`src/rtl/fphub_pkg.sv`:
```
// Shared FPHUB adder constants, the exponent-compare result bundle and the
// shift-saturation helper used by the exponent/alignment stages.
package fphub_pkg;

    localparam int unsigned FPHUB_E    = 8;
    localparam int unsigned FPHUB_M    = 23;
    localparam int unsigned FPHUB_SMAX = FPHUB_M + 3;
    localparam int unsigned FPHUB_SW   = $clog2(FPHUB_M + 4);

    // Result bundle handed to the mantissa swap/align stage.
    typedef struct packed {
        logic [FPHUB_E-1:0]  emax;
        logic                x_ge_y;
        logic                eq;
        logic [FPHUB_SW-1:0] shamt;
        logic                sat;
    } exp_cmp_t;

    function automatic int unsigned sat_shift(input int unsigned mag, input int unsigned smax);
        return (mag > smax) ? smax : mag;
    endfunction

endpackage

```
`src/rtl/exp_diff_core.sv`:
```
// Combinational exponent compare: signed difference -> larger exponent,
// swap control, equality and saturated alignment shift amount.
module exp_diff_core
    import fphub_pkg::*;
#(
    parameter  int unsigned E    = FPHUB_E,
    parameter  int unsigned M    = FPHUB_M,
    localparam int unsigned SMAX = M + 3,
    localparam int unsigned SW   = $clog2(M + 4)
) (
    input  logic [E:0]    dif_i,
    input  logic [E-1:0]  ex_i,
    input  logic [E-1:0]  ey_i,
    output logic [E-1:0]  emax_o,
    output logic          x_ge_y_o,
    output logic          eq_o,
    output logic [SW-1:0] shamt_o,
    output logic          sat_o
);

    logic [E:0]   neg_dif;
    logic [E-1:0] mag;

    // dif spans +/-(2^E-1), so the sign bit alone decides the swap and the
    // negated value always fits back into E bits.
    assign x_ge_y_o = ~dif_i[E];
    assign eq_o     = (dif_i == '0);
    assign neg_dif  = -dif_i;
    assign mag      = x_ge_y_o ? dif_i[E-1:0] : neg_dif[E-1:0];
    assign emax_o   = x_ge_y_o ? ex_i : ey_i;

    assign shamt_o  = SW'(sat_shift(32'(mag), SMAX));
    assign sat_o    = (32'(mag) > SMAX);

endmodule

```
`src/rtl/exp_diff_pipe.sv`:
```
// Two-stage exponent-compare / alignment-amount pipeline with valid/ready
// flow control. Optional out_sat port: define EXP_DIFF_PIPE_SAT_FLAG_EN.
module exp_diff_pipe
    import fphub_pkg::*;
#(
    parameter  int unsigned E     = FPHUB_E,
    parameter  int unsigned M     = FPHUB_M,
    parameter  int unsigned TAG_W = 4,
    localparam int unsigned SW    = $clog2(M + 4)
) (
    input  logic             clk,
    input  logic             rst_n,
    input  logic             in_valid,
    output logic             in_ready,
    input  logic [E-1:0]     in_ex,
    input  logic [E-1:0]     in_ey,
    input  logic [TAG_W-1:0] in_tag,
    output logic             out_valid,
    input  logic             out_ready,
    output logic [E-1:0]     out_emax,
    output logic             out_x_ge_y,
    output logic             out_eq,
    output logic [SW-1:0]    out_shamt,
    output logic [TAG_W-1:0] out_tag
`ifdef EXP_DIFF_PIPE_SAT_FLAG_EN
    ,
    output logic             out_sat
`endif
);

    // Handshake: a pair transfers on in_valid && in_ready, a result is
    // consumed on out_valid && out_ready. in_ready never looks at in_valid;
    // stage 2 advances when it is empty or being drained, and stage 1 takes
    // a new pair when it is empty or moving forward in the same cycle.
    logic s1_v_q, s1_v_d;
    logic s2_v_q, s2_v_d;
    logic s2_en, accept, consume;

    logic [E:0]       dif_d, dif_q;
    logic [E-1:0]     ex_q, ey_q;
    logic [TAG_W-1:0] tag1_q;

    logic [E-1:0]     emax_d, emax_q;
    logic             x_ge_y_d, x_ge_y_q;
    logic             eq_d, eq_q;
    logic [SW-1:0]    shamt_d, shamt_q;
    logic [TAG_W-1:0] tag2_q;
`ifdef EXP_DIFF_PIPE_SAT_FLAG_EN
    logic             sat_d, sat_q;
`else
    logic             sat_unused;
`endif

    assign s2_en    = s1_v_q && (!s2_v_q || out_ready);
    assign in_ready = !s1_v_q || s2_en;
    assign accept   = in_valid && in_ready;
    assign consume  = s2_v_q && out_ready;

    assign s1_v_d = accept ? 1'b1 : (s2_en ? 1'b0 : s1_v_q);
    assign s2_v_d = s2_en ? 1'b1 : (consume ? 1'b0 : s2_v_q);
    assign dif_d  = {1'b0, in_ex} - {1'b0, in_ey};

    exp_diff_core #(
        .E (E),
        .M (M)
    ) u_core (
        .dif_i    (dif_q),
        .ex_i     (ex_q),
        .ey_i     (ey_q),
        .emax_o   (emax_d),
        .x_ge_y_o (x_ge_y_d),
        .eq_o     (eq_d),
        .shamt_o  (shamt_d),
`ifdef EXP_DIFF_PIPE_SAT_FLAG_EN
        .sat_o    (sat_d)
`else
        .sat_o    (sat_unused)
`endif
    );

    always_ff @(posedge clk or negedge rst_n) begin
        if (!rst_n) begin
            s1_v_q <= 1'b0;
            dif_q  <= '0;
            ex_q   <= '0;
            ey_q   <= '0;
            tag1_q <= '0;
        end else begin
            s1_v_q <= s1_v_d;
            if (accept) begin
                dif_q  <= dif_d;
                ex_q   <= in_ex;
                ey_q   <= in_ey;
                tag1_q <= in_tag;
            end
        end
    end

    always_ff @(posedge clk or negedge rst_n) begin
        if (!rst_n) begin
            s2_v_q   <= 1'b0;
            emax_q   <= '0;
            x_ge_y_q <= 1'b0;
            eq_q     <= 1'b0;
            shamt_q  <= '0;
            tag2_q   <= '0;
`ifdef EXP_DIFF_PIPE_SAT_FLAG_EN
            sat_q    <= 1'b0;
`endif
        end else begin
            s2_v_q <= s2_v_d;
            if (s2_en) begin
                emax_q   <= emax_d;
                x_ge_y_q <= x_ge_y_d;
                eq_q     <= eq_d;
                shamt_q  <= shamt_d;
                tag2_q   <= tag1_q;
`ifdef EXP_DIFF_PIPE_SAT_FLAG_EN
                sat_q    <= sat_d;
`endif
            end
        end
    end

    assign out_valid  = s2_v_q;
    assign out_emax   = emax_q;
    assign out_x_ge_y = x_ge_y_q;
    assign out_eq     = eq_q;
    assign out_shamt  = shamt_q;
    assign out_tag    = tag2_q;
`ifdef EXP_DIFF_PIPE_SAT_FLAG_EN
    assign out_sat    = sat_q;
`endif

endmodule

```
`config.mk`:
```
export PLATFORM = sky130hd
export DESIGN_NAME = exp_diff_pipe
export DESIGN_NICKNAME = d
export VERILOG_FILES = /design/src/rtl/fphub_pkg.sv /design/src/rtl/exp_diff_core.sv /design/src/rtl/exp_diff_pipe.sv
export SDC_FILE = /design/constraint.sdc
export NUM_CORES = 1
export LEC_CHECK = 0
export BUFFER_PORTS_ARGS = -buffer_cell sky130_fd_sc_hd__buf_2
export CAP_MARGIN = 10
export CORE_ASPECT_RATIO = 1.5
export CORE_MARGIN = 5
export CORE_UTILIZATION = 40
export CTS_CLUSTER_SIZE = 14
export DETAILED_ROUTE_END_ITERATION = 7
export GPL_TIMING_DRIVEN = 0
export PLACE_DENSITY = 0.63
export SLEW_MARGIN = 20
export SYNTH_ARGS = -nofsm -noshare
export SYNTH_HDL_FRONTEND = slang
export SYNTH_SLANG_ARGS = --single-unit
```
`constraint.sdc`:
```
create_clock -name clk -period 4.9 [get_ports clk]
set_input_delay 0.98 -clock clk [delete_from_list [all_inputs] [get_ports clk]]
set_output_delay 0.98 -clock clk [all_outputs]
set_load 0.03 [all_outputs]
```
==> results.cfg <==
[status]
outcome = completed

[route]
drtIter0Drc = 101
first_pass_iters = 4
wl_per_cell_um = 14.54
drc = 0
vias = 1861
routed_wl_mm = 5.439
post_drt_via_cell_ratio = 4.976
detail-route-antenna-nets = 0

[synth]
synth_edf_count = 0
synth-xor-area-share = 0.02422
mappedNetlistArea_um2 = 2531
synthSimpleGateAreaFrac = 0.1443
synth_area_per_cell_um2 = 10.25
synth_seq_cells = 50
synth.area.top_cells = dfrtp_1 (49%), nand2_1 (6.4%), o21ai_1 (5.3%)
syn_inst = 247
async_reset_ff_frac = 1.000
ys_warn_count = 0
synth_compound_area_frac = 0.1374
yosysUniqueCellTypes = 50
yosys.area_share.adder = 0.05734
synthFlopType = dfrtp_1
synthMuxAreaShare = 0.08898
netlist.area_leader.share = 0.4943
syn_nets = 282
yosysSeqAreaShare = 0.4943
synth_top_family_by_area = simple AND/OR/NAND/NOR gates
yosysTopAreaCell = dfrtp_1

[die]
die_width_um = 74.95
die_h_um = 107.4
die-area_um2 = 8052
start_util = 0.4099
coreArea_um2 = 6175
pin_count = 45
row_count = 35

[place]
port-buffer-count = 44
gp_congestion = 0.8129
dpl.hpwl_mm = 4.230

[clock_network]
clockRootBuffer = clkbuf_8
clockBufferDepth = 2
cts_sinks = 50
clk-insertion-delay-late_ns = 0.30
ctsResizeCount = 0
cts_buffers = 5
cts_tree = done
htree_levels = 2
cts_hold_buf = 0
clk_pin_slew_ns = 0.09
post_cts_buffers = 0

[critical_path]
cp.depth = 3
path_max_fanout = 3
reg2reg_slack_ns = 2.80
crit_arrival_ns = 1.46
crit_required_ns = 3.92
slowest_delay_ns = 0.20
worstSetupEndpointType = output pin
critical_path_buf_inv_count = 2
cp_common_cell = buf_2
path_delay_family = buffers and inverters
r2r_start = dif_q[0]
start_kind = input port
cp_cell_sequence = buf_2 > nand3b_1 > buf_2
crit_slowest_cell = buf_2
r2r-end = out_shamt[1]
criticalPathCategory = input port to output pin
worst-r2r-cell-count = 7

[sta]
relSlewSlack = 0.5576
drv_slew = 0
rsz0062_at_grt = no
setup_viol = 0
tns_ns = 0
fin_worst_skew_ns = 0.007093
finalCritPeriodShare = 0.4974
finalHoldViolCount = 0
max_slew.worst_pin.slew_ns = 0.6636
period_needed_ns = 2.437
maxClockFrequency_mhz = 410.3

[global_routing]
grt_overflow_total = 0
grt_max_degree = 32
groute.usage.overall = 0.1426
grt_pass1_wl_mm = 8.818
grt_pass1_vias = 1852
antenna_found_initial = 0

[final_layout]
final_nets = 334
area_growth_pct = 16.76
post-route-util = 0.4786
final_cell_mix = dfrtp_1 (50), buf_2 (44), nand2_1 (43), o21ai_1 (27), inv_1 (19)
final_common_cell = dfrtp_1
antenna_cells = 0
layout-drive-gt1-share = 0.2200

[job]
cap_violations = 0

[pwr]
ir_drop_v = 0.0001104
power.density_nw_per_um2 = 389.0
finalPower_uw = 1150
p_leak_uw = 0.001414

[min_path]
whs_endpoint = out_tag[0]
hp-start = tag1_q[0]
worstHoldPathCells = 2
hp-class = register to register
synthesized netlist by cell type, types with 2 or more instances:
master / number
a21oi_1: 2
a31oi_1: 3
buf_1: 2
buf_6: 3
clkbuf_1: 6
dfrtp_1: 50
ha_1: 10
inv_1: 19
mux2_1: 11
mux2i_1: 9
nand2_1: 43
nand2b_1: 3
nand3_1: 3
nor2_1: 5
nor2b_1: 2
nor3_1: 3
nor3b_1: 2
nor4_1: 2
o211ai_1: 2
o21a_1: 2
o21ai_0: 2
o21ai_1: 27
o31ai_1: 2
o31ai_2: 2
or4_4: 2
xnor2_1: 4
xor2_1: 3
logic make-up after synthesis:
group | Yosys count
adder cells (fa/ha/maj) | 11
buffers and inverters | 30
AND/OR/NAND/NOR | 75
multiplexers | 21
flip-flops | 50
XOR/XNOR | 7
AO/OA/AOI/OAI | 53
layer usage:
layer / vias to the layer above / global-route usage / part of all wire
met3: 4 / 0.02430 / 0.030
met2: 31 / 0.2413 / 0.53
li1: 945 / - / -
met1: 881 / 0.1762 / 0.42
met5: - / 0 / 0
met4: 0 / 0.05471 / 0.013
report_power, final:
part | switching (uW) | leakage, uW | internal [uW]
sequential | 47.6 | 0.000599 | 488
clock | 130 | 0.0000482 | 114
combinational | 230 | 0.000767 | 140
sequential cells by signal, summed over array words and instances (netlist names):
| register | cells |
|---|---|
| ey_q | 8 |
| tag1_q | 4 |
| out_x_ge_y | 1 |
| out_valid | 1 |
| out_tag | 4 |
| ex_q | 8 |
| dif_q | 9 |
| out_eq | 1 |
| out_emax | 8 |
| s1_v_q | 1 |
| out_shamt | 5 |
worst reg2reg max path: stages, from the launching register on:
cell and delay (ns):
dfrtp_1 0.44, inv_1 0.15, ha_1 0.28, or3b_1 0.40
nand2_1 0.10, xor2_1 0.09, o32ai_2 0.39, o22a_1 0.20
layout make-up:
class	instances	area, um^2
Tap cell	74	92.59
Multi-Input combinational cell	167	1145
Buffer	11	63.81
Clock buffer	7	86.33
Inverter	19	71.32
Timing Repair Buffer	45	240.2
Fill cell	621	3219
Sequential cell	50	1251
Clock inverter	1	5.005
metrics by stage:
step                      hold WS (ns)  instance area [um^2]  worst slack [ns]  instances
after floorplan                 0.4348                  2531             2.437        247
after global placement          0.4503                  2844             2.199        365
after detailed placement        0.4559                  2864             2.185        366
after CTS                       0.4767                  2955             2.457        374
after global routing            0.5011                  2955             2.247        374
final                           0.4712                  2955             2.463        374
worst max-delay path by stage:
stage | startpoint | end
global route | out_ready | ey_q[5]
CTS | out_ready | in_ready
detailed placement | out_ready | ey_q[3]
finish | out_ready | in_ready
global placement | out_ready | ey_q[3]
floorplan | out_ready | dif_q[0]
Note: power is estimated with default switching activity, not from simulation.
